--- config.mk ---
export PLATFORM = sky130hd
export DESIGN_NAME = ysyx_22040386_mem_arb
export DESIGN_NICKNAME = d
export VERILOG_FILES = /design/src/rtl/ysyx_22040386_mem_arb.sv
export SDC_FILE = /design/constraint.sdc
export NUM_CORES = 1
export LEC_CHECK = 0
export ABC_AREA = 0
export BUFFER_PORTS_ARGS = -buffer_cell sky130_fd_sc_hd__buf_4
export CAP_MARGIN = 20
export CORE_AREA = 5 5 209 211
export DETAILED_ROUTE_END_ITERATION = 10
export DIE_AREA = 0 0 214 216
export SLEW_MARGIN = 20
export SYNTH_ARGS = -nofsm -noshare
export SYNTH_HDL_FRONTEND = slang
export SYNTH_SLANG_ARGS = --single-unit
export TNS_END_PERCENT = 30
--- constraint.sdc ---
create_clock -name i_ARB_clk -period 2.2 [get_ports i_ARB_clk]
set_input_delay 0 -clock i_ARB_clk [delete_from_list [all_inputs] [get_ports i_ARB_clk]]
set_output_delay 0 -clock i_ARB_clk [all_outputs]
set_load 0.1 [all_outputs]
--- src/rtl/ysyx_22040386_mem_arb.sv ---
// Two-requester (IFU / LSU) arbiter and sequencer for the shared memory port, with timeout error responses.
// Optional YSYX_22040386_ARB_RR_EN selects round-robin arbitration; default is fixed LSU priority.
module ysyx_22040386_mem_arb #(
  parameter int TIMEOUT = 1023
) (
  input  logic        i_ARB_clk,
  input  logic        i_ARB_rst,
  input  logic        i_ARB_if_req,
  input  logic [63:0] i_ARB_if_addr,
  output logic        o_ARB_if_gnt,
  output logic        o_ARB_if_rvalid,
  output logic [63:0] o_ARB_if_rdata,
  output logic        o_ARB_if_err,
  input  logic        i_ARB_ls_req,
  input  logic        i_ARB_ls_we,
  input  logic [63:0] i_ARB_ls_addr,
  input  logic [63:0] i_ARB_ls_wdata,
  input  logic [7:0]  i_ARB_ls_wmask,
  output logic        o_ARB_ls_gnt,
  output logic        o_ARB_ls_rvalid,
  output logic [63:0] o_ARB_ls_rdata,
  output logic        o_ARB_ls_err,
  output logic        o_ARB_mem_req,
  output logic        o_ARB_mem_we,
  output logic [63:0] o_ARB_mem_addr,
  output logic [63:0] o_ARB_mem_wdata,
  output logic [7:0]  o_ARB_mem_wmask,
  input  logic        i_ARB_mem_ack,
  input  logic        i_ARB_mem_rvalid,
  input  logic [63:0] i_ARB_mem_rdata
);

  localparam int CW = $clog2(TIMEOUT + 1);
  localparam logic [CW-1:0] TMO = CW'(TIMEOUT);

  localparam logic [1:0] S_IDLE  = 2'd0;
  localparam logic [1:0] S_ISSUE = 2'd1;
  localparam logic [1:0] S_WAIT  = 2'd2;
  localparam logic [1:0] S_RESP  = 2'd3;

  logic [1:0]    state;
  logic          owner_ls;
  logic          we_q;
  logic [63:0]   addr_q;
  logic [63:0]   wdata_q;
  logic [7:0]    wmask_q;
  logic [63:0]   rdata_q;
  logic          err_q;
  logic [CW-1:0] cnt;
  logic          gnt_if;
  logic          gnt_ls;

`ifdef YSYX_22040386_ARB_RR_EN
  logic last_ls;

  // On a conflict the side not granted last wins; pointer starts at IF so LSU wins first.
  always_comb begin
    gnt_if = 1'b0;
    gnt_ls = 1'b0;
    if (state == S_IDLE) begin
      if (i_ARB_if_req && i_ARB_ls_req) begin
        gnt_ls = ~last_ls;
        gnt_if = last_ls;
      end else begin
        gnt_ls = i_ARB_ls_req;
        gnt_if = i_ARB_if_req;
      end
    end
  end

  always_ff @(posedge i_ARB_clk) begin
    if (i_ARB_rst)
      last_ls <= 1'b0;
    else if (gnt_if || gnt_ls)
      last_ls <= gnt_ls;
  end
`else
  always_comb begin
    gnt_if = 1'b0;
    gnt_ls = 1'b0;
    if (state == S_IDLE) begin
      gnt_ls = i_ARB_ls_req;
      gnt_if = i_ARB_if_req & ~i_ARB_ls_req;
    end
  end
`endif

  always_ff @(posedge i_ARB_clk) begin
    if (i_ARB_rst) begin
      state    <= S_IDLE;
      owner_ls <= 1'b0;
      we_q     <= 1'b0;
      addr_q   <= 64'd0;
      wdata_q  <= 64'd0;
      wmask_q  <= 8'd0;
      rdata_q  <= 64'd0;
      err_q    <= 1'b0;
      cnt      <= '0;
    end else begin
      case (state)
        S_IDLE: begin
          if (gnt_if || gnt_ls) begin
            owner_ls <= gnt_ls;
            we_q     <= gnt_ls & i_ARB_ls_we;
            addr_q   <= gnt_ls ? i_ARB_ls_addr : i_ARB_if_addr;
            wdata_q  <= gnt_ls ? i_ARB_ls_wdata : 64'd0;
            wmask_q  <= (gnt_ls && i_ARB_ls_we) ? i_ARB_ls_wmask : 8'd0;
            err_q    <= 1'b0;
            cnt      <= '0;
            state    <= S_ISSUE;
          end
        end
        S_ISSUE, S_WAIT: begin
          cnt <= cnt + CW'(1);
          // A response in ISSUE only counts together with the ack that accepts the request.
          if (i_ARB_mem_rvalid && (state == S_WAIT || i_ARB_mem_ack)) begin
            rdata_q <= i_ARB_mem_rdata;
            err_q   <= 1'b0;
            state   <= S_RESP;
          end else if (cnt == TMO) begin
            rdata_q <= 64'hFFFF_FFFF_FFFF_FFFF;
            err_q   <= 1'b1;
            state   <= S_RESP;
          end else if (state == S_ISSUE && i_ARB_mem_ack) begin
            state <= S_WAIT;
          end
        end
        default: state <= S_IDLE;
      endcase
    end
  end

  assign o_ARB_if_gnt    = gnt_if;
  assign o_ARB_ls_gnt    = gnt_ls;
  assign o_ARB_if_rvalid = (state == S_RESP) & ~owner_ls;
  assign o_ARB_ls_rvalid = (state == S_RESP) & owner_ls;
  assign o_ARB_if_rdata  = rdata_q;
  assign o_ARB_ls_rdata  = rdata_q;
  assign o_ARB_if_err    = o_ARB_if_rvalid & err_q;
  assign o_ARB_ls_err    = o_ARB_ls_rvalid & err_q;
  assign o_ARB_mem_req   = (state == S_ISSUE);
  assign o_ARB_mem_we    = we_q;
  assign o_ARB_mem_addr  = addr_q;
  assign o_ARB_mem_wdata = wdata_q;
  assign o_ARB_mem_wmask = wmask_q;

endmodule
==> metrics.md, run 1 <==
| Metric | Value |
|---|---|
| Run status | `completed` |
| Starting DRT DRC Count | `727` |
| Antenna diode count | `0` |
| Initial antenna violation count | `0` |
| Slew @ Worst Pin | `0.5355 ns` |
| Routed via count | `10,400` |
| Register area | `0.004304 mm^2` |
| Core Box Area | `0.04157 mm^2` |
| FMAX | `489.0 MHz` |
| WHS | `0.09260 ns` |
| Synth Area per Inst | `8.263 um^2` |
| Area of the multi-input gates | `0.003546 mm^2` |
| GPL Wtd Cong | `0.8451` |
| CTS tree | `done` |
| Synthesized area | `0.008676 mm^2` |
| Sequential element share of the synthesized area | `49.61%` |
| Vias per cell | `4.495` |
| Clock Power Share | `15.6%` |
| Mapped Cells | `1,050` |
| Final min period | `2.045 ns` |
| Power Density | `1703 mW/mm^2` |
| First-pass GRT wire length | `58,590 um` |
| Reg clk slew, reported paths | `0.06 ns` |
| Design Power | `28.07 mW` |
| Switch share | `58.69%` |
| Critical Path End Type | `output pin` |
| Routed WL per cell | `16.42 um` |
| Commonest non-fill, non-tap cells in the layout | `buf_4 (548), dlygate4sd3_1 (270), dfxtp_1 (215)` |
| CTS Sinks | `215` |
| Leakage power | `7.372 nW` |
| Die Wd | `214 um` |
| Internal | `11.60 mW` |
| VDD IR max | `1.747 mV` |
| Rel. slew slack | `64.06%` |
| Starting Density | `20.87%` |
| Post-synth EDFFs | `0` |
| CTS buffer count | `26` |
| Warnings, synthesis | `0` |
| Final Hold Fails | `0` |
| Most common cell after layout, fill and taps aside | `buf_4` |
| Layout cell share with drive strength beyond 1 | `34.82%` |
| Hold crit path type | `input port to flop` |
| Largest net degree at the start of global routing | `82` |
| Antenna Nets Post-Route | `0` |
| GRT Total Usage | `15.14%` |
| Full die area | `0.04622 mm^2` |
| Gr ovfl total | `0` |
| Net Switching | `16.47 mW` |
| Root buffer cell | `clkbuf_16` |
| Clock Skew | `0.01760 ns` |
| Final Cycle Share | `92.96%` |
| Number of global-route vias before repair | `10,540` |
| Total of max-cap violations | `0` |
| DR pass1 iterations | `5` |
| Layout area overhead | `90.04%` |
| Routed WL | `37,990 um` |
| Critical Path Source Type | `flop` |
| Final setup viols | `0` |
| Async set-or-reset flop fraction in the synthesized netlist | `0%` |
| Netlist cell types | `36` |
| Slew Viols, Final | `0` |
| I/O pin total | `543` |
| Crit-path max FO | `69` |
| Port buffer count | `542` |
| Prevailing post-synth register cell | `dfxtp_1` |
| Sequential share of power | `20.8%` |
| Mapped Nets | `1,326` |
| RSZ-0062 raised after global routing | `no` |
| WS Path Type | `flop to output pin` |
| Setup Fix Bufs, Post-CTS | `0` |
| Arr. time, crit path | `2.05 ns` |
| Clock Latency Late Sink | `0.54 ns` |
| Row cnt | `75` |
| Gate power share | `63.6%` |
| Fillers | `3,968` |
| DP HPWL | `25,080 um` |
| #FFs+latches synth | `215` |
| Req. time, crit path | `2.20 ns` |
| Layout Nets | `2,031` |
| Chip height | `216 um` |
| Clock tree buffer depth | `3` |
| Remaining DRCs | `0` |
| Max H-tree Level | `1` |
## path summary, 6_finish.rpt
kind	slack, ns	depth (start not counted)	from	endpoint
worst max-delay path	0.15	6	state[0]$_SDFFE_PP0P_	o_ARB_ls_gnt
worst max register to register	0.16	8	state[0]$_SDFFE_PP0P_	owner_ls$_SDFFE_PP0P_
worst min-delay path	0.09	5	i_ARB_ls_we	o_ARB_mem_we$_SDFFE_PP0P_
worst min register to register	0.49	2	o_ARB_mem_we$_SDFFE_PP0P_	o_ARB_mem_we$_SDFFE_PP0P_
## worst max-delay path, stage by stage (launching register included)
cell and delay (ns):
dfxtp_1 0.34, inv_1 0.14, ha_4 0.23, nand2_2 0.12
inv_4 0.11, buf_16 0.24, buf_8 0.25
## through the flow
stage	TNS [ns]	std cells	worst slack (ns)	utilization (%)	instance area, um^2
floorplan	-0.09260	1050	-0.09260	-	8680
global placement	0	1996	0.2448	30.98	12880
detailed placement	0	1996	0.2112	30.98	12880
CTS	0	2314	0.01631	39.64	16480
global route	0	2314	0.01995	39.66	16490
finish	0	2314	0.1548	39.66	16490
## synthesized netlist by cell type (2+ instances only)
master | count | area, um^2
o21ai_0 | 8 | 40.04
ha_1 | 5 | 62.56
buf_4 | 68 | 510.5
dfxtp_1 | 215 | 4304
and2_1 | 2 | 12.51
nor3_1 | 66 | 330.3
nand2_1 | 137 | 514.2
buf_1 | 10 | 37.54
a21oi_1 | 73 | 365.4
a311oi_1 | 64 | 560.5
or3_1 | 6 | 37.54
xnor2_1 | 3 | 26.28
and3_1 | 2 | 12.51
a22oi_1 | 72 | 540.5
nand4_1 | 4 | 25.02
nand3_1 | 3 | 15.01
buf_2 | 11 | 55.05
or2_2 | 2 | 12.51
o21a_1 | 2 | 15.01
inv_1 | 8 | 30.03
clkbuf_1 | 64 | 240.2
nor2_1 | 209 | 784.5
or4_4 | 2 | 22.52
o211ai_1 | 2 | 15.01
## logic make-up (layout without fill, tap and decap cells)
logic type	Yosys count	count (layout)	synth area share (%)
xor+xnor	3	3	0.3029
flops	215	215	49.61
compound gates	226	226	18.24
simple gates	440	440	21.06
buf+inv	161	886	10.07
fa+ha+maj	5	5	0.7211
## registers in the layout, indices dropped and copies added, names as in the netlist
register,cells
o_ARB_mem_wmask,8
o_ARB_mem_addr,64
owner_ls,1
cnt,10
err_q,1
o_ARB_mem_we,1
state,2
o_ARB_if_rdata,64
o_ARB_mem_wdata,64
## power groups by stage
stage / logic [mW] / clock network (mW) / registers, mW
after floorplan: 6.39 / 0 / 13.2
after global placement: 17.2 / 0 / 5.83
after detailed placement: 17.3 / 0 / 5.86
after CTS: 17.8 / 4.53 / 5.80
after global routing: 18.5 / 4.64 / 5.95
final: 17.9 / 4.39 / 5.83
## metal layers
layer	share of wire, %	wire, um	global-route usage, %	up-vias
met5	0	0	0	-
met4	3.3	1263	5.690	0
met3	6.3	2406	3.615	92
met2	50	19120	26.36	382
met1	40	15200	18.20	4942
li1	-	-	-	4985
## area by class of cell
cell class              instances  share of cell area [%]
clock inverters                 9                  0.5995
clock buffers                  39                   4.736
repair buffers                830                   42.76
well taps                     539                   4.090
inverters                       8                  0.1973
flip-flops and latches        215                   26.11
multi-input cells             674                   21.51
## timing repair
| item | CTS | global route |
|---|---|---|
| setup endpoints to repair | 1 | 2 |
| endpoints found under the hold margin | 206 | 0 |
| hold buffers | 270 | 0 |
| pin swaps | 0 | 0 |
| resized for setup | 3 | 1 |
(Power assumes the default switching activity.)
==> run 2, diff against run 1 <==
--- a/config.mk
+++ b/config.mk
@@ -8,9 +8,10 @@
 export ABC_AREA = 0
 export BUFFER_PORTS_ARGS = -buffer_cell sky130_fd_sc_hd__buf_4
 export CAP_MARGIN = 20
-export CORE_AREA = 5 5 209 211
+export CORE_AREA = 5 5 207 209
 export DETAILED_ROUTE_END_ITERATION = 10
-export DIE_AREA = 0 0 214 216
+export DIE_AREA = 0 0 212 214
+export SKIP_LAST_GASP = 1
 export SLEW_MARGIN = 20
 export SYNTH_ARGS = -nofsm -noshare
 export SYNTH_HDL_FRONTEND = slang
==> constraint.sdc (replaced) <==
create_clock -name i_ARB_clk -period 1.8 [get_ports i_ARB_clk]
set_input_delay 0 -clock i_ARB_clk [delete_from_list [all_inputs] [get_ports i_ARB_clk]]
set_output_delay 0 -clock i_ARB_clk [all_outputs]
set_load 0.1 [all_outputs]
==> metrics.md, run 2 (synthesized netlist as in run 1, its figures left out) <==
| Metric | Value |
|---|---|
| Critical Path End Type | `flop` |
| Core Box Area | `0.04065 mm^2 (-2.2%)` |
| WHS | `0.05808 ns (-0.03451 ns)` |
| Crit path to | `cnt[9]$_SDFFE_PP0P_` |
| CTS buffer count | `26 (unchanged)` |
| Slowest stage delay, CP | `0.56 ns (+0.22 ns)` |
| Crit-path slowest cell | `or4_4` |
| Total of max-cap violations | `0 (unchanged)` |
| Vias per cell | `4.530 (+0.78%)` |
| Origin of the worst setup path | `state[1]$_SDFFE_PP0P_` |
| Design Area, Final | `0.01722 mm^2 (+4.4%)` |
| Layout cell share with drive strength beyond 1 | `38.42% (+3.6 points)` |
| Final Hold Fails | `0 (unchanged)` |
| Flop-to-flop setup slack | `-0.02 ns (-0.18 ns)` |
| Routed via count | `10,690 (+2.8%)` |
| CP top delay family | `simple AND/OR/NAND/NOR gates` |
| DP Cell Count | `2,032 (+1.8%)` |
| Layout Nets | `2,084 (+2.6%)` |
| Die Wd | `212 um (-0.93%)` |
| Largest net degree at the start of global routing | `67 (-18%)` |
| Final min period | `1.819 ns` |
| Port buffer count | `542 (unchanged)` |
| Worst flop-to-flop path endpoint | `cnt[9]$_SDFFE_PP0P_` |
| Req. time, crit path | `2.27 ns (+0.07 ns)` |
| Worst Setup Slack, final | `-0.01883 ns (-0.1737 ns)` |
| Chip height | `214 um (-0.93%)` |
| First-pass GRT wire length | `59,810 um (+2.1%)` |
| Max H-tree Level | `1 (unchanged)` |
| VDD IR max | `1.545 mV (-12%)` |
| RSZ-0062 raised after global routing | `yes` |
| Arr. time, crit path | `2.29 ns (+0.24 ns)` |
| Final Cycle Share | `101.0%` |
| Routed WL | `40,850 um (+7.6%)` |
| Crit-path cells | `inv_2, ha_4, nor3b_4, or4_4, or3_1, a21oi_2` |
| Full die area | `0.04537 mm^2 (-1.9%)` |
| Root buffer cell | `clkbuf_16` |
| Cell Count, Final, Fillers Out | `2,360 (+2.0%)` |
| WP depth | `6 (unchanged)` |
| Clock Skew | `0.01324 ns (-0.004366 ns)` |
| Final setup viols | `2 (+2)` |
| Remaining DRCs | `0 (unchanged)` |
| Slew @ Worst Pin | `0.5151 ns (-0.02038 ns)` |
| GRT Total Usage | `16.03% (+0.89 points)` |
| Rel. slew slack | `65.66% (+1.6 points)` |
| Clock tree buffer depth | `3 (unchanged)` |
| Run status | `finished with violations` |
| Initial antenna violation count | `2 (+2)` |
| Crit-path max FO | `6 (-91%)` |
| Row cnt | `74 (-1.3%)` |
| I/O pin total | `543 (unchanged)` |
| Violated checks | `negative setup slack` |
| Hold crit path type | `input port to flop` |
| Gr ovfl total | `0 (unchanged)` |
| Commonest non-fill, non-tap cells in the layout | `buf_4 (585), dlygate4sd3_1 (268), dfxtp_1 (211)` |
| Most common cell after layout, fill and taps aside | `buf_4` |
| Buffer and inverter count on the worst path | `1 (-3)` |
| Power Density | `2068 mW/mm^2 (+21%)` |
| CTS Sinks | `215 (unchanged)` |
| Critical Path Source Type | `flop` |
| Routed WL per cell | `17.31 um (+5.5%)` |
| Antenna Nets Post-Route | `0 (unchanged)` |
| R2R depth | `6 (-2)` |
| GPL Wtd Cong | `0.8314 (-1.6%)` |
| Slew Viols, Final | `0 (unchanged)` |
| Clock Latency Late Sink | `0.54 ns (about the same)` |
| Worst r2r src | `state[1]$_SDFFE_PP0P_` |
| Reg clk slew, reported paths | `0.06 ns (about the same)` |
| Cell Area, Placed | `0.01329 mm^2 (+3.2%)` |
| DR pass1 iterations | `5 (unchanged)` |
| DP HPWL | `26,340 um (+5.0%)` |
| Number of global-route vias before repair | `10,850 (+2.9%)` |
| WS Path Type | `flop to flop` |
| Leakage power | `7.743 nW (+5.0%)` |
| Starting DRT DRC Count | `784 (+7.8%)` |
| CTS tree | `done` |
| Layout area overhead | `98.43%` |
| FMAX | `549.8 MHz` |
| Starting Density | `21.34% (+0.47 points)` |
[run 2: layout make-up]
type / instances / area, um^2
fill: 3782 / 23430
clock inverter: 9 / 97.59
clock buffer: 38 / 797.0
multi-input combinational: 674 / 3659
sequential: 215 / 4309
inverter: 8 / 35.03
antenna: 1 / 2.502
timing repair buffer: 883 / 7650
tap: 532 / 665.6
[run 2: repair_timing]
action | CTS | global route
pin swaps | 0 | 16
buffers inserted | 1 | 5
endpoints found under the hold margin | 206 | 0
cloned | 1 | 5
resized for setup | 7 | 36
setup endpoints to repair | 6 | 125
hold buffers | 268 | 0
[run 2: power by group]
part	internal [mW]	switching, mW	leakage (nW)	total, mW
sequential	6.12	0.960	1.77	7.08
combinational	5.66	17.4	5.53	23.1
clock	3.33	2.08	0.446	5.42
total	15.1	20.5	7.74	35.6
[run 2: worst min-delay path by stage]
stage	cells past startpoint	slack (ns)	start	end
floorplan	2	0.15	i_ARB_ls_wmask[0]	o_ARB_mem_wmask[0]$_SDFFE_PP0P_
global placement	3	0.24	i_ARB_ls_wmask[2]	o_ARB_mem_wmask[2]$_SDFFE_PP0P_
detailed placement	3	0.25	i_ARB_ls_wmask[5]	o_ARB_mem_wmask[5]$_SDFFE_PP0P_
CTS	3	0.01	i_ARB_ls_req	o_ARB_mem_addr[27]$_SDFFE_PP0P_
global route	3	0.06	i_ARB_ls_req	o_ARB_mem_addr[27]$_SDFFE_PP0P_
finish	3	0.06	i_ARB_ls_req	o_ARB_mem_addr[27]$_SDFFE_PP0P_
[run 2: tightest hold or removal path: stages]
cell	delay (ns)
buf_4	0.16
o21a_4	0.25
a311oi_1	0.11
[run 2: stage by stage]
step | worst slack, ns | TNS, ns | util [%] | power, mW
2_1_floorplan | -0.09621 | -0.5500 | - | 23.96
3_3_place_gp | -0.001260 | -0.001260 | 32.69 | 28.84
3_5_place_dp | -0.02128 | -0.03996 | 32.69 | 29.01
4_1_cts | -0.03466 | -0.1588 | 41.66 | 35.23
5_1_grt | -0.08663 | -1.005 | 42.35 | 36.97
6_report | -0.01883 | -0.03126 | 42.35 | 35.60
[run 2: layer usage]
layer,GRT usage [%],routed length [um],vias up
li1,-,-,5085
met1,19.06,16350,5056
met2,27.32,19770,432
met3,4.155,3034,116
met4,6.657,1681,2
met5,0,13,-
